==> config.mk <==
export PLATFORM = sky130hd
export DESIGN_NAME = lc3_decode_flat
export DESIGN_NICKNAME = d
export VERILOG_FILES = /design/src/rtl/lc3_decode_if.sv /design/src/rtl/lc3_decode.sv /design/src/flat_wrapper.sv
export SDC_FILE = /design/constraint.sdc
export NUM_CORES = 1
export LEC_CHECK = 0
export CORE_ASPECT_RATIO = 0.8
export CORE_UTILIZATION = 44
export DETAILED_ROUTE_END_ITERATION = 7
export PLACE_DENSITY = 0.84
export RECOVER_POWER = 100
export SLEW_MARGIN = 15
export SYNTH_ARGS = -nofsm -noshare
export SYNTH_HDL_FRONTEND = slang
export SYNTH_SLANG_ARGS = --single-unit
==> constraint.sdc <==
create_clock -name clock -period 2.65 [get_ports clock]
set_input_delay 0.3975 -clock clock [delete_from_list [all_inputs] [get_ports clock]]
set_output_delay 0.3975 -clock clock [all_outputs]
set_load 0.1 [all_outputs]
==> src/rtl/lc3_decode_if.sv <==
// Decode-stage bus: fetch/controller side (master) drives the instruction,
// decode side (slave) returns the registered instruction and control bundles.
interface lc3_decode_if;
    logic        enable_decode;
    logic [15:0] dout;
    logic [15:0] npc_in;
    logic [15:0] IR;
    logic [15:0] npc_out;
    logic [5:0]  E_control;
    logic [1:0]  W_control;
    logic        Mem_control;
    logic        illegal_op;

    modport master (
        output enable_decode, dout, npc_in,
        input  IR, npc_out, E_control, W_control, Mem_control, illegal_op
    );

    modport slave (
        input  enable_decode, dout, npc_in,
        output IR, npc_out, E_control, W_control, Mem_control, illegal_op
    );
endinterface

==> src/rtl/lc3_decode.sv <==
// LC3 decode stage: decodes the fetched word combinationally and registers
// IR, npc and the execute/memory/writeback control bundles on enable_decode.
module lc3_decode (
    input  logic        clock,
    input  logic        reset,
    lc3_decode_if.slave dec
);
    typedef enum logic [3:0] {
        OP_BR   = 4'b0000, OP_ADD = 4'b0001, OP_LD  = 4'b0010, OP_ST   = 4'b0011,
        OP_JSR  = 4'b0100, OP_AND = 4'b0101, OP_LDR = 4'b0110, OP_STR  = 4'b0111,
        OP_RTI  = 4'b1000, OP_NOT = 4'b1001, OP_LDI = 4'b1010, OP_STI  = 4'b1011,
        OP_JMP  = 4'b1100, OP_RES = 4'b1101, OP_LEA = 4'b1110, OP_TRAP = 4'b1111
    } opcode_e;

    opcode_e     op;
    logic [1:0]  alu_control;
    logic [1:0]  pcselect1;
    logic        pcselect2;
    logic        op2select;
    logic [1:0]  w_sel;
    logic        mem_ind;
    logic        illegal;

    always_comb begin
        op          = opcode_e'(dec.dout[15:12]);
        alu_control = '0;
        pcselect1   = '0;
        pcselect2   = 1'b0;
        op2select   = 1'b0;
        w_sel       = '0;
        mem_ind     = 1'b0;
        illegal     = 1'b0;
        case (op)
            OP_ADD: op2select = ~dec.dout[5];
            OP_AND: begin alu_control = 2'b01; op2select = ~dec.dout[5]; end
            OP_NOT: begin alu_control = 2'b10; op2select = 1'b1; end
            OP_BR:  begin pcselect1 = 2'b01; pcselect2 = 1'b1; end
            OP_LD:  begin pcselect1 = 2'b01; pcselect2 = 1'b1; w_sel = 2'b01; end
            OP_LDI: begin pcselect1 = 2'b01; pcselect2 = 1'b1; w_sel = 2'b01; mem_ind = 1'b1; end
            OP_ST:  begin pcselect1 = 2'b01; pcselect2 = 1'b1; end
            OP_STI: begin pcselect1 = 2'b01; pcselect2 = 1'b1; mem_ind = 1'b1; end
            OP_LEA: begin pcselect1 = 2'b01; pcselect2 = 1'b1; w_sel = 2'b10; end
            OP_LDR: begin pcselect1 = 2'b10; w_sel = 2'b01; end
            OP_STR: pcselect1 = 2'b10;
            OP_JMP: ;
            // RTI, JSR, reserved and TRAP: all control stays zero
            default: illegal = 1'b1;
        endcase
    end

    always_ff @(posedge clock or posedge reset) begin
        if (reset) begin
            dec.IR          <= '0;
            dec.npc_out     <= '0;
            dec.E_control   <= '0;
            dec.W_control   <= '0;
            dec.Mem_control <= 1'b0;
            dec.illegal_op  <= 1'b0;
        end else if (dec.enable_decode) begin
            dec.IR          <= dec.dout;
            dec.npc_out     <= dec.npc_in;
            dec.E_control   <= {alu_control, pcselect1, pcselect2, op2select};
            dec.W_control   <= w_sel;
            dec.Mem_control <= mem_ind;
            dec.illegal_op  <= illegal;
        end
    end
endmodule

==> src/flat_wrapper.sv <==
// flat-port wrapper written by rule: the top's interface ports become plain ports
module lc3_decode_flat 
  (clock, reset, dec_enable_decode, dec_dout, dec_npc_in, dec_IR, dec_npc_out, dec_E_control, dec_W_control, dec_Mem_control, dec_illegal_op);
  lc3_decode_if dec_i ();
  input  logic clock;
  input  logic reset;
  input wire logic [$bits(dec_i.enable_decode)-1:0] dec_enable_decode;
  input wire logic [$bits(dec_i.dout)-1:0] dec_dout;
  input wire logic [$bits(dec_i.npc_in)-1:0] dec_npc_in;
  output wire logic [$bits(dec_i.IR)-1:0] dec_IR;
  output wire logic [$bits(dec_i.npc_out)-1:0] dec_npc_out;
  output wire logic [$bits(dec_i.E_control)-1:0] dec_E_control;
  output wire logic [$bits(dec_i.W_control)-1:0] dec_W_control;
  output wire logic [$bits(dec_i.Mem_control)-1:0] dec_Mem_control;
  output wire logic [$bits(dec_i.illegal_op)-1:0] dec_illegal_op;
  assign dec_i.enable_decode = dec_enable_decode;
  assign dec_i.dout = dec_dout;
  assign dec_i.npc_in = dec_npc_in;
  assign dec_IR = dec_i.IR;
  assign dec_npc_out = dec_i.npc_out;
  assign dec_E_control = dec_i.E_control;
  assign dec_W_control = dec_i.W_control;
  assign dec_Mem_control = dec_i.Mem_control;
  assign dec_illegal_op = dec_i.illegal_op;
  lc3_decode u_core (.clock(clock), .reset(reset), .dec(dec_i));
endmodule
[Yosys cells after proc, flatten, opt, wreduce, memory -nomap -nowiden]
Cells that the tools add are included.
Storage, ports and cells
  memory bits (read-only): 0
  output and inout bits: 42
  register bits: 42
  bits of input ports: 35
  memories: 0
  latch bits: 0
  word-level logic and storage cells: 32
  memory bits (writable): 0
Operators by class
  equal/unequal tests: 11
  divide/modulo/power cells: 0
  muxes and demuxes: 7
  bitwise operators: 1
  $add $sub $neg: 0
  $mul: 0
  shift-type cells: 0
  reduce and logical (&&, ||, !) cells: 7
  $lt $le $gt $ge: 0
Operators with widths (number)
  $eq 4x4->1 const B: 5
  $eq 4x3->1 const B: 3
  $pmux 2 s2: 3
  $reduce_or 12->1: 1
  $eq 4x2->1 const B: 2
  $reduce_or 2->1: 3
  $reduce_or 6->1: 1
  $eq 4x1->1 const B: 1
  $logic_not 4->1: 1
  $mux 1: 3
  $reduce_or 3->1: 1
  $pmux 1 s2: 1
  $not 1->1: 1

[Depth between registers and ports, before layout]
  depth after elaboration: 3
  depth in mapped cells: 4
  gate-level depth less buffers: 3

[Worst setup path after synthesis]
No wires, ideal clock.
  path type: reg-to-output
  start point: register u_core.dec.E_control[1]
  end point: output dec_E_control[1]
  path slack: 1.354 ns
  required time: 2.253 ns
  path buffers: 0
  cell stages (with the launch flop): 1
  arrival: 0.899 ns
  cell sequence: dfrtp_1
RTL lines
  from (decl): RTL line lc3_decode_if.sv:21  | output IR, npc_out, E_control, W_control, Mem_control, illegal_op
  from (signal assigned): RTL line lc3_decode.sv:62  | dec.E_control <= {alu_control, pcselect1, pcselect2, op2select};
  to (decl): RTL line flat_wrapper.sv:12  | output wire logic [$bits(dec_i.E_control)-1:0] dec_E_control;
No word-level cell between the ends.

[Worst setup path after layout]
  start point: register u_core.dec.IR[4]
  end point: output dec_IR[4]
RTL lines
  from (decl): RTL line lc3_decode_if.sv:21
  from (signal assigned): RTL line lc3_decode.sv:60  | dec.IR <= dec.dout;
  to (decl): RTL line flat_wrapper.sv:10  | output wire logic [$bits(dec_i.IR)-1:0] dec_IR;
No word-level cell between the ends.

==> out/metrics.cfg <==
[run_status]
outcome = complete, no violations

[layout]
drive_gt1_frac = 0.207
post-route-util = 0.636
num_antenna_cells = 0
mostFrequentLayoutCells = 44 x clkbuf_1, 42 x dfrtp_1, 31 x mux2_2, 31 x clkdlybuf4s50_1, 11 x inv_1
nets = 232
layout_commonest_cell = clkbuf_1
area_growth_pct = 32.7
fin_area_um2 = 2270
fillers = 310

[global_route]
grt_max_degree = 46
grt_pass1_vias = 1205
track_usage = 0.171
grt_pass1_wl_mm = 5.33
overflow = 0
antenna_found_initial = 0

[clocking]
clk_latency_ns = 0.28
cts_tree = done
cts_sinks = 42
cts_buffers = 5
post_cts_buffers = 0
clk_pin_slew_ns = 0.07
hold_buffers = 0
cts-root-buf = clkbuf_8
cts-resized-gates = 0
clockBufferDepth = 2
htreeDepth = 2

[sta]
fin_worst_skew_ns = 0
fin_hold_ws_ns = 0.480
rsz0062_at_grt = no
tns_ns = 0
tightest_slew_ns = 1.19
maxSlewViolCount = 0
slew_headroom = 0.213
min_period_ns = 1.93
setup_viol = 0
fin_crit_sh = 0.727
fmax_ghz = 0.519
hold_viol_final = 0

[logic_synthesis]
netlist_top_cells_area = dfrtp_1 61%, mux2_2 20%, clkbuf_8 2.4%
synth_top_area_cell = dfrtp_1
avgSynthCellArea_um2 = 14.3
synth-seq-cells = 42
synthesis.nets = 155
synth_cell_type_count = 21
syn-instance-count = 120
syn_area_um2 = 1710
synth_top_area_share = 0.614
yosysWarnings = 0
synth-seq-area-share = 0.614

[min_path]
hold_path_class = reg2reg
min_path_cells = 1
whs_endpoint = u_core.dec.E_control[2]
hp-start = u_core.dec.E_control[2]

[power]
max-vdd-ir-drop_mv = 0.434
power_density_nw_per_um2 = 789
total_power_mw = 1.79
leakagePower_nw = 0.941

[die]
die_w_um = 71.7
ios = 77
fp.dieH_um = 57.8
rows = 19
die_area_um2 = 4140
core_um2 = 3570
floorplan.initialDensity = 0.480

[detailed_routing]
ant_nets = 0
drtIter0Drc = 49
wire_per_inst_um = 13.9
vias = 1171
via_per_inst = 4.88
drc = 0
drt-total-wl_mm = 3.32
first_pass_iters = 3

[worst_setup_path]
cp_num_buf_inv = 1
reg2reg_depth = 1
worstSetupEndpointType = output port
start_kind = flop
cp_max_fo = 2
required_ns = 2.25
crit_type = reg2out
regToRegSetupSlack_ns = 1.87
r2r-end = u_core.dec.IR[4]
critPathSlowestCell = clkbuf_1
critical_path.top_delay_family = buffers and inverters
crit_chain = clkbuf_1
worstPathArrival_ns = 1.53
critPathMaxStageDelay_ns = 0.87
r2r-start = u_core.dec.IR[4]

[place]
dpl.hpwl_mm = 2.38
dpl-instance-area_um2 = 2360
io_buffers = 76
gp_congestion = 0.817

[flow_run]
maxCapViolCount = 0

## registers in the layout, indices dropped and copies added, names as in the netlist
register	count
u_core.dec.IR	16
u_core.dec.npc_out	16
u_core.dec.W_control	2
u_core.dec.E_control	6
u_core.dec.illegal_op	1
u_core.dec.Mem_control	1
## stage by stage
step	cells	worst slack (ns)
2_1_floorplan	120	1.28
3_3_place_gp	232	0.944
3_5_place_dp	232	0.879
4_1_cts	240	1.19
5_1_grt	240	0.666
6_report	240	0.723
## cell families (layout without fill, tap and decap cells)
family / count (synthesis) / after routing / synth area share
XOR/XNOR: 1 / 1 / 0.00512
AND/OR/NAND/NOR: 13 / 13 / 0.0519
flip-flops: 42 / 42 / 0.614
multiplexers: 31 / 31 / 0.204
buffers and inverters: 19 / 97 / 0.0658
AO/OA/AOI/OAI: 14 / 14 / 0.0585
## cell type report
type | instances | area [µm²] | area share
Clock buffer | 7 | 86.3 | 0.0380
Tap cell | 42 | 52.6 | 0.0232
Timing Repair Buffer | 78 | 502 | 0.221
Multi-Input combinational cell | 59 | 532 | 0.234
Sequential cell | 42 | 1050 | 0.463
Clock inverter | 1 | 5.00 | 0.00221
Inverter | 11 | 41.3 | 0.0182
## cell usage after synthesis
library cell and instances:
clkbuf_8 3, buf_2 3, o21a_1 3, o32ai_1 1, nor2b_1 2, xnor2_1 1, o21ai_0 7, clkbuf_1 1
nand2b_1 1, dfrtp_1 42, nand4b_1 1, nand3_1 4, o311ai_1 1, o2111ai_1 1, buf_6 1, nand2_1 2
o311ai_2 1, nand4_1 1, inv_1 11, nor2b_4 2, mux2_2 31
## layer usage
metal	wire length, µm	vias up	GRT usage
met5	0	-	0
met4	46	0	0.0840
met3	304	6	0.0730
met2	1440	57	0.268
met1	1530	548	0.206
li1	-	560	-
## power breakdown
part           internal, mW  leakage (nW)  switching (mW)  total, mW
Combinational         0.118         0.388           0.531      0.650
Clock                 0.210        0.0482           0.201      0.411
Sequential            0.700         0.504          0.0308      0.731
## worst max path at each step
stage	cells after the start	slack [ns]	endpoint	start
2_1_floorplan	1	1.28	u_core.dec.E_control[0]	reset
3_3_place_gp	4	0.94	u_core.dec.E_control[1]	dec_dout[15]
3_5_place_dp	4	0.88	u_core.dec.E_control[1]	dec_dout[15]
4_1_cts	4	1.19	u_core.dec.E_control[1]	dec_dout[15]
5_1_grt	1	0.67	dec_IR[4]	u_core.dec.IR[4]
6_report	1	0.72	dec_IR[4]	u_core.dec.IR[4]
No activity file was read; power rests on OpenSTA's default activity.
